### src/rtl/gbc_oam_dma.sv
// OAM DMA initiator: copies LENGTH bytes from a 256-byte source page into OAM over the shared block-RAM ports.
// Optional GBC_OAM_DMA_RESTART_EN: a start pulse while busy restarts the transfer instead of being ignored.
module gbc_oam_dma #(
    parameter int LENGTH          = 160,
    parameter int CYCLES_PER_BYTE = 4
) (
    input  logic        clka,
    input  logic        rsta,
    input  logic        start,
    input  logic [7:0]  src_hi,
    output logic        rd_en,
    output logic [15:0] rd_addr,
    input  logic [7:0]  rd_data,
    output logic        wr_en,
    output logic [7:0]  wr_addr,
    output logic [7:0]  wr_data,
    output logic        busy,
    output logic        bus_lock,
    output logic        done
);

    localparam int             PW         = (CYCLES_PER_BYTE > 1) ? $clog2(CYCLES_PER_BYTE) : 1;
    localparam logic [PW-1:0]  PACE_LAST  = PW'(CYCLES_PER_BYTE - 1);
    localparam logic [PW-1:0]  PACE_FIRST = (CYCLES_PER_BYTE > 1) ? PW'(1) : '0;
    localparam logic [8:0]     IDX_LAST   = 9'(LENGTH - 1);
    localparam logic [7:0]     WR_LAST    = 8'(LENGTH - 1);

    typedef enum logic [1:0] {IDLE, XFER, DRAIN} state_t;

    state_t         state_q;
    logic [7:0]     page_q;
    logic [8:0]     idx_q;
    logic [PW-1:0]  pace_q;
    logic           cap_q;
    logic [7:0]     capIdx_q;
    logic           rd_en_q;
    logic [15:0]    rd_addr_q;
    logic           wr_en_q;
    logic [7:0]     wr_addr_q;
    logic [7:0]     wr_data_q;
    logic           busy_q;
    logic           done_q;
    logic           launch;

    // Echo RAM pages E0-FF alias the WRAM pages 0x20 below them.
    function automatic logic [7:0] mapPage(input logic [7:0] hi);
        return (hi >= 8'hE0) ? hi - 8'h20 : hi;
    endfunction

`ifdef GBC_OAM_DMA_RESTART_EN
    assign launch = start;
`else
    assign launch = start && (state_q == IDLE);
`endif

    // Byte 0 is issued on the accepting edge itself; later bytes follow every CYCLES_PER_BYTE edges.
    always_ff @(posedge clka or posedge rsta) begin
        if (rsta) begin
            state_q   <= IDLE;
            page_q    <= '0;
            idx_q     <= '0;
            pace_q    <= '0;
            cap_q     <= 1'b0;
            capIdx_q  <= '0;
            rd_en_q   <= 1'b0;
            rd_addr_q <= '0;
            wr_en_q   <= 1'b0;
            wr_addr_q <= '0;
            wr_data_q <= '0;
            busy_q    <= 1'b0;
            done_q    <= 1'b0;
        end else begin
            rd_en_q  <= 1'b0;
            wr_en_q  <= 1'b0;
            done_q   <= 1'b0;
            cap_q    <= rd_en_q;
            capIdx_q <= rd_addr_q[7:0];
            if (cap_q) begin
                wr_en_q   <= 1'b1;
                wr_addr_q <= capIdx_q;
                wr_data_q <= rd_data;
            end
            if (launch) begin
                page_q    <= mapPage(src_hi);
                rd_en_q   <= 1'b1;
                rd_addr_q <= {mapPage(src_hi), 8'h00};
                idx_q     <= 9'd1;
                pace_q    <= PACE_FIRST;
                busy_q    <= 1'b1;
                state_q   <= (LENGTH == 1) ? DRAIN : XFER;
                // A restart drops whatever read data is still in the pipeline.
                if (state_q != IDLE) begin
                    cap_q   <= 1'b0;
                    wr_en_q <= 1'b0;
                end
            end else begin
                case (state_q)
                    XFER: begin
                        pace_q <= (pace_q == PACE_LAST) ? '0 : pace_q + PW'(1);
                        if (pace_q == '0) begin
                            rd_en_q   <= 1'b1;
                            rd_addr_q <= {page_q, idx_q[7:0]};
                            idx_q     <= idx_q + 9'd1;
                            if (idx_q == IDX_LAST) begin
                                state_q <= DRAIN;
                            end
                        end
                    end
                    DRAIN: begin
                        if (wr_en_q && (wr_addr_q == WR_LAST)) begin
                            done_q  <= 1'b1;
                            busy_q  <= 1'b0;
                            state_q <= IDLE;
                        end
                    end
                    default: begin
                    end
                endcase
            end
        end
    end

    assign rd_en    = rd_en_q;
    assign rd_addr  = rd_addr_q;
    assign wr_en    = wr_en_q;
    assign wr_addr  = wr_addr_q;
    assign wr_data  = wr_data_q;
    assign busy     = busy_q;
    assign bus_lock = busy_q;
    assign done     = done_q;

endmodule
### config.mk
export PLATFORM = sky130hd
export DESIGN_NAME = gbc_oam_dma
export DESIGN_NICKNAME = d
export VERILOG_FILES = /design/src/rtl/gbc_oam_dma.sv
export SDC_FILE = /design/constraint.sdc
export NUM_CORES = 1
export LEC_CHECK = 0
export ABC_AREA = 1
export CORE_MARGIN = 2
export CORE_UTILIZATION = 45
export CTS_CLUSTER_DIAMETER = 80
export DETAILED_ROUTE_END_ITERATION = 7
export HOLD_SLACK_MARGIN = 0.1
export PLACE_DENSITY = 0.71
export SLEW_MARGIN = 20
export SYNTH_ARGS = -nofsm -noshare
export SYNTH_HDL_FRONTEND = slang
export SYNTH_SLANG_ARGS = --single-unit
### constraint.sdc
create_clock -name clka -period 2.9 [get_ports clka]
set_input_delay 0.725 -clock clka [delete_from_list [all_inputs] [get_ports clka]]
set_output_delay 0.725 -clock clka [all_outputs]
set_load 0.05 [all_outputs]
==> impl_metrics.tcl, run 1 <==
set metrics [dict create \
    tritoncts "yes" \
    initial_core_util 0.465 \
    yosys_warnings 0 \
    cp-start-kind "flip-flop" \
    num_antenna_cells 0 \
    critical_path.top_delay_family "buffers and inverters" \
    min_from "rd_en" \
    gr-total-overflow 0 \
    cts_setup_buffers 0 \
    cts-root-buf "clkbuf_8" \
    clock_skew_ns 0.00459 \
    power_density_nw_per_um2 1040 \
    grt_pass1_wl_microns 8610 \
    die_h_microns 82.0 \
    routed_wl_microns 5300 \
    wl_met3_microns 406 \
    r2r-start "pace_q[0]" \
    cts_resized 0 \
    fill_cells 516 \
    path_cells "clkdlybuf4s50_1" \
    clockBufferDepth 2 \
    layout_common_cells "77 x nand2_1, 66 x dfrtp_1, 55 x clkdlybuf4s50_1" \
    io_pins 56 \
    worstMarginPinSlew_ns 0.704 \
    clkLatencyLatePin_ns 0.34 \
    h-tree-depth 3 \
    place.gp.congestion 0.879 \
    drive_gt1_frac 0.129 \
    status "completed" \
    hold_class "reg2reg" \
    wl_met1_microns 2330 \
    drc 0 \
    vias 2015 \
    relSlewSlack 0.530 \
    post-route-util 0.603 \
    grt.total_usage 0.174 \
    portBuffers 55 \
    via_per_inst 4.94 \
    crit_fanout 3 \
    finalMaxSlewViolations 0 \
    num-nets-final 351 \
    r2r_cells 7 \
    synth_area_sq_um 2740 \
    synth_nets 295 \
    layout_min_cycle_time_ns 2.28 \
    grt_pass1_vias 1883 \
    yosysSeqAreaShare 0.604 \
    cts_sinks 66 \
    grt_start_max_net_pins 34 \
    setup_viol_count_final 0 \
    reg2reg_slack_ns 1.17 \
    min_to "cap_q" \
    fmax_mhz 439 \
    ir_drop_uv 603 \
    holdPathStages 0 \
    max_stage_delay_ns 0.83 \
    layout.cells.most_common "nand2_1" \
    drt-pass1-iter-count 4 \
    syn_to_final_growth_pct 29.6 \
    rsz0062_at_grt "false" \
    drt_iter0_markers 90 \
    critPathBufInv 1 \
    hpwl_microns 3650 \
    r2r_end "rd_addr[6]" \
    core_region_area_sq_um 5890 \
    wl_per_cell_microns 13.0 \
    synth_cell_types 28 \
    num_rows 28 \
    setup_tns_ns 0 \
    ys_seq_elements 66 \
    postCtsHoldBufs 0 \
    hold_viol_final 0 \
    arrival_ns 1.55 \
    critPathKind "reg2out" \
    avgSynthCellArea_sq_um 10.1 \
    synthCells 272 \
    top_layer "met4" \
    antenna_found_initial 0 \
    wl_met2_microns 2470 \
    maxCapViolations 0 \
    cts.reportedPaths.clkPinSlew_ns 0.07 \
    min_period_over_period 0.785 \
    dieArea_sq_um 6720 \
    crit_required_ns 2.17 \
    critPathCaptureType "output port" \
    cts_buffers 9 \
    fp.dieW_microns 82.0 \
    ant_nets 0 \
    leakagePower_nw 1.72 \
    crit_slowest_cell "clkdlybuf4s50_1" \
]
==> cell families (layout without fill, tap and decap cells) <==
| family | after synthesis | count (layout) | synth area share |
|---|---|---|---|
| flip-flops | 66 | 66 | 0.604 |
| multiplexers | 13 | 13 | 0.0535 |
| AO/OA/AOI/OAI | 29 | 29 | 0.0594 |
| AND/OR/NAND/NOR | 120 | 120 | 0.196 |
| buffers and inverters | 40 | 101 | 0.0690 |
| adder cells (fa/ha/maj) | 4 | 4 | 0.0183 |
==> layout make-up <==
class                      count  area (sq um)  share of cell area
timing repair buffer          58           586               0.165
clock buffer                  11           141              0.0399
inverter                      27           101              0.0286
sequential                    66          1650               0.466
tap                           75          93.8              0.0265
clock inverter                 5          77.6              0.0219
multi-input combinational    166           896               0.253
==> power by group <==
| part | switching, mW | internal (mW) |
|---|---|---|
| clock network | 0.342 | 0.505 |
| registers | 0.171 | 1.18 |
| logic | 0.980 | 0.510 |
==> synth_stat cells <==
library cell  count  area (sq um)
a21oi_1           2          10.0
a22o_1            1          8.76
a31oi_1           7          43.8
buf_2             4          20.0
buf_4             3          22.5
buf_6             3          33.8
clkbuf_1          3          11.3
dfrtp_1          66          1650
ha_1              4          50.1
inv_1            24          90.1
inv_2             3          11.3
mux2_2           13           146
nand2_1          77           289
nand2_2           2          12.5
nand2_4           1          11.3
nand3_1          11          55.1
nand3_2           1          10.0
nand4_1           7          43.8
nor2_1           16          60.1
nor2_2            1          6.26
nor2_4            1          11.3
nor2_8            1          20.0
nor3_1            1          5.00
nor3b_2           1          12.5
o211ai_1          1          7.51
o21ai_0          16          80.1
o21ai_1           1          5.00
o31ai_1           1          7.51
==> how the worst max path moves through the flow <==
stage	slack [ns]	end	cells past startpoint	start
3_5_place_dp	0.72	rd_addr[6]	6	start
4_1_cts	0.60	rd_addr[6]	1	rd_addr[6]
2_1_floorplan	0.52	bus_lock	1	rsta
3_3_place_gp	0.76	rd_addr[6]	6	start
6_report	0.62	rd_addr[6]	1	rd_addr[6]
5_1_grt	0.57	rd_addr[6]	1	rd_addr[6]
==> through the flow <==
step                hold WS (ns)  total power [mW]  instances  cell area [sq um]  setup WS [ns]
finish                     0.391              3.69        408               3550          0.624
floorplan                  0.424              2.45        272               2740          0.520
detailed placement         0.378              2.87        392               3330          0.715
global route               0.425              3.90        408               3550          0.568
CTS                        0.394              3.72        408               3550          0.597
global placement           0.366              2.84        392               3330          0.763
==> flip-flops by register name, summed over array words and instances (netlist names) <==
| signal | flops |
|---|---|
| rd_addr | 16 |
| idx_q | 9 |
| capIdx_q | 8 |
| page_q | 8 |
| wr_addr | 8 |
| wr_data | 8 |
| pace_q | 2 |
| state_q | 2 |
| bus_lock | 1 |
| cap_q | 1 |
| done | 1 |
| rd_en | 1 |
| wr_en | 1 |
==> per-layer routing <==
layer | vias up | global-route usage
met5 | - | 0
met3 | 12 | 0.0484
li1 | 990 | -
met1 | 951 | 0.218
met2 | 62 | 0.269
met4 | 0 | 0.102
(Power assumes the default switching activity.)
==> run 2, diff against run 1 <==
clock period = 2.3 ns   (was 2.9 ns; I/O delays follow)
==> run 2 against run 1 <==
Against the previous run:
- clock power increased by 11%
- combinational power increased by 28%
- design area decreased by 0.95%
- hold slack got worse by 0.015 ns
- sequential power increased by 26%
- clock skew increased by 0.0034 ns
- first-iteration DRC count decreased by 5.6%
- critical endpoint is now rd_addr[5]
- largest power group unchanged
- highest routed layer unchanged
==> impl_metrics.tcl, run 2 (synthesized netlist as in run 1, its figures left out) <==
set metrics [dict create \
    status "completed" \
    portBuffers 55 \
    drive_gt1_frac 0.123 \
    wl_per_cell_microns 12.8 \
    maxCapViolations 0 \
    postCtsHoldBufs 0 \
    fmax_mhz 472 \
    critical_path.top_delay_family "buffers and inverters" \
    ant_nets 0 \
    worstMarginPinSlew_ns 0.680 \
    grt.total_usage 0.172 \
    hold_viol_final 0 \
    tritoncts "yes" \
    setup_tns_ns 0 \
    crit_slowest_cell "clkdlybuf4s50_1" \
    cts.reportedPaths.clkPinSlew_ns 0.06 \
    cts_resized 0 \
    grt_start_max_net_pins 67 \
    cp-start-kind "flip-flop" \
    crit_fanout 3 \
    vias 2003 \
    min_from "rd_en" \
    layout.cells.most_common "nand2_1" \
    gr-total-overflow 0 \
    min_to "cap_q" \
    clock_skew_ns 0.00799 \
    r2r_cells 7 \
    arrival_ns 1.55 \
    fill_cells 519 \
    crit_required_ns 1.73 \
    power_density_nw_per_um2 1290 \
    critPathBufInv 1 \
    drt_iter0_markers 85 \
    num_antenna_cells 0 \
    syn_to_final_growth_pct 28.4 \
    num-nets-final 351 \
    drt-pass1-iter-count 4 \
    cts_setup_buffers 0 \
    critPathKind "reg2out" \
    dieArea_sq_um 6720 \
    grt_pass1_wl_microns 8460 \
    cts-root-buf "clkbuf_8" \
    critPathCaptureType "output port" \
    die_h_microns 82.0 \
    holdPathStages 0 \
    cts_sinks 66 \
    rsz0062_at_grt "false" \
    h-tree-depth 3 \
    antenna_found_initial 0 \
    layout_common_cells "77 x nand2_1, 66 x dfrtp_1, 55 x clkdlybuf4s50_1" \
    initial_core_util 0.465 \
    io_pins 56 \
    hold_class "reg2reg" \
    r2r-start "pace_q[0]" \
    num_rows 28 \
    reg2reg_slack_ns 0.60 \
    total_power_mw 4.54 \
    layout_min_cycle_time_ns 2.12 \
    relSlewSlack 0.547 \
    leakagePower_nw 1.71 \
    startpoint "rd_addr[5]" \
    place.gp.congestion 0.812 \
    grt_pass1_vias 1873 \
    ir_drop_uv 760 \
    hpwl_microns 3630 \
    min_period_over_period 0.922 \
    core_region_area_sq_um 5890 \
    post-route-util 0.597 \
    clkLatencyLatePin_ns 0.34 \
    r2r_end "rd_addr[8]" \
    via_per_inst 4.92 \
    routed_wl_microns 5190 \
    path_cells "clkdlybuf4s50_1" \
    drc 0 \
    fp.dieW_microns 82.0 \
    clockBufferDepth 2 \
    max_stage_delay_ns 0.82 \
    finalMaxSlewViolations 0 \
    cts_buffers 9 \
    largest_reg_flops 16 \
    setup_viol_count_final 0 \
]
-- run 2: cell types whose count changed in the layout (fill, tap and decap cells not counted) --
cell and change:
bufinv_16 -1, clkinvlp_4 -1, clkbuf_1 +1
-- run 2: power by group --
group	internal [mW]	total (mW)	leakage (nW)	switching, mW
clock network	0.521	0.936	0.0962	0.415
logic	0.656	1.90	0.762	1.25
registers	1.49	1.70	0.854	0.215
total	2.67	4.54	1.71	1.88
-- run 2: final cells by class --
class	instances	area (sq um)	area share
timing repair buffer	58	586	0.167
sequential	66	1650	0.470
clock inverter	3	40.0	0.0114
tap	75	93.8	0.0267
multi-input combinational	166	896	0.255
clock buffer	12	145	0.0413
inverter	27	101	0.0288
-- run 2: worst max path at each step --
stage	end	slack (ns)	cells past startpoint
after detailed placement	rd_addr[8]	0.33	6
after global routing	rd_addr[5]	0.13	1
after floorplan	bus_lock	0.07	1
final	rd_addr[5]	0.18	1
after global placement	state_q[0]	0.41	8
after CTS	rd_addr[6]	0.17	1
-- run 2: through the flow --
stage                     area [sq um]  worst slack (ns)  cells  hold slack, ns
after floorplan                   2740            0.0702    272           0.424
after global placement            3330             0.415    392           0.362
after detailed placement          3330             0.330    392           0.366
after CTS                         3510             0.166    407           0.381
after global routing              3510             0.127    407           0.396
final                             3510             0.180    407           0.376
-- run 2: routing by layer --
metal	up-vias	routed length, microns	track usage	part of all wire
met4	0	68	0.0750	0.013
met2	53	2450	0.277	0.47
met1	960	2370	0.212	0.46
li1	981	-	-	-
met5	-	0	0	0
met3	9	306	0.0560	0.059
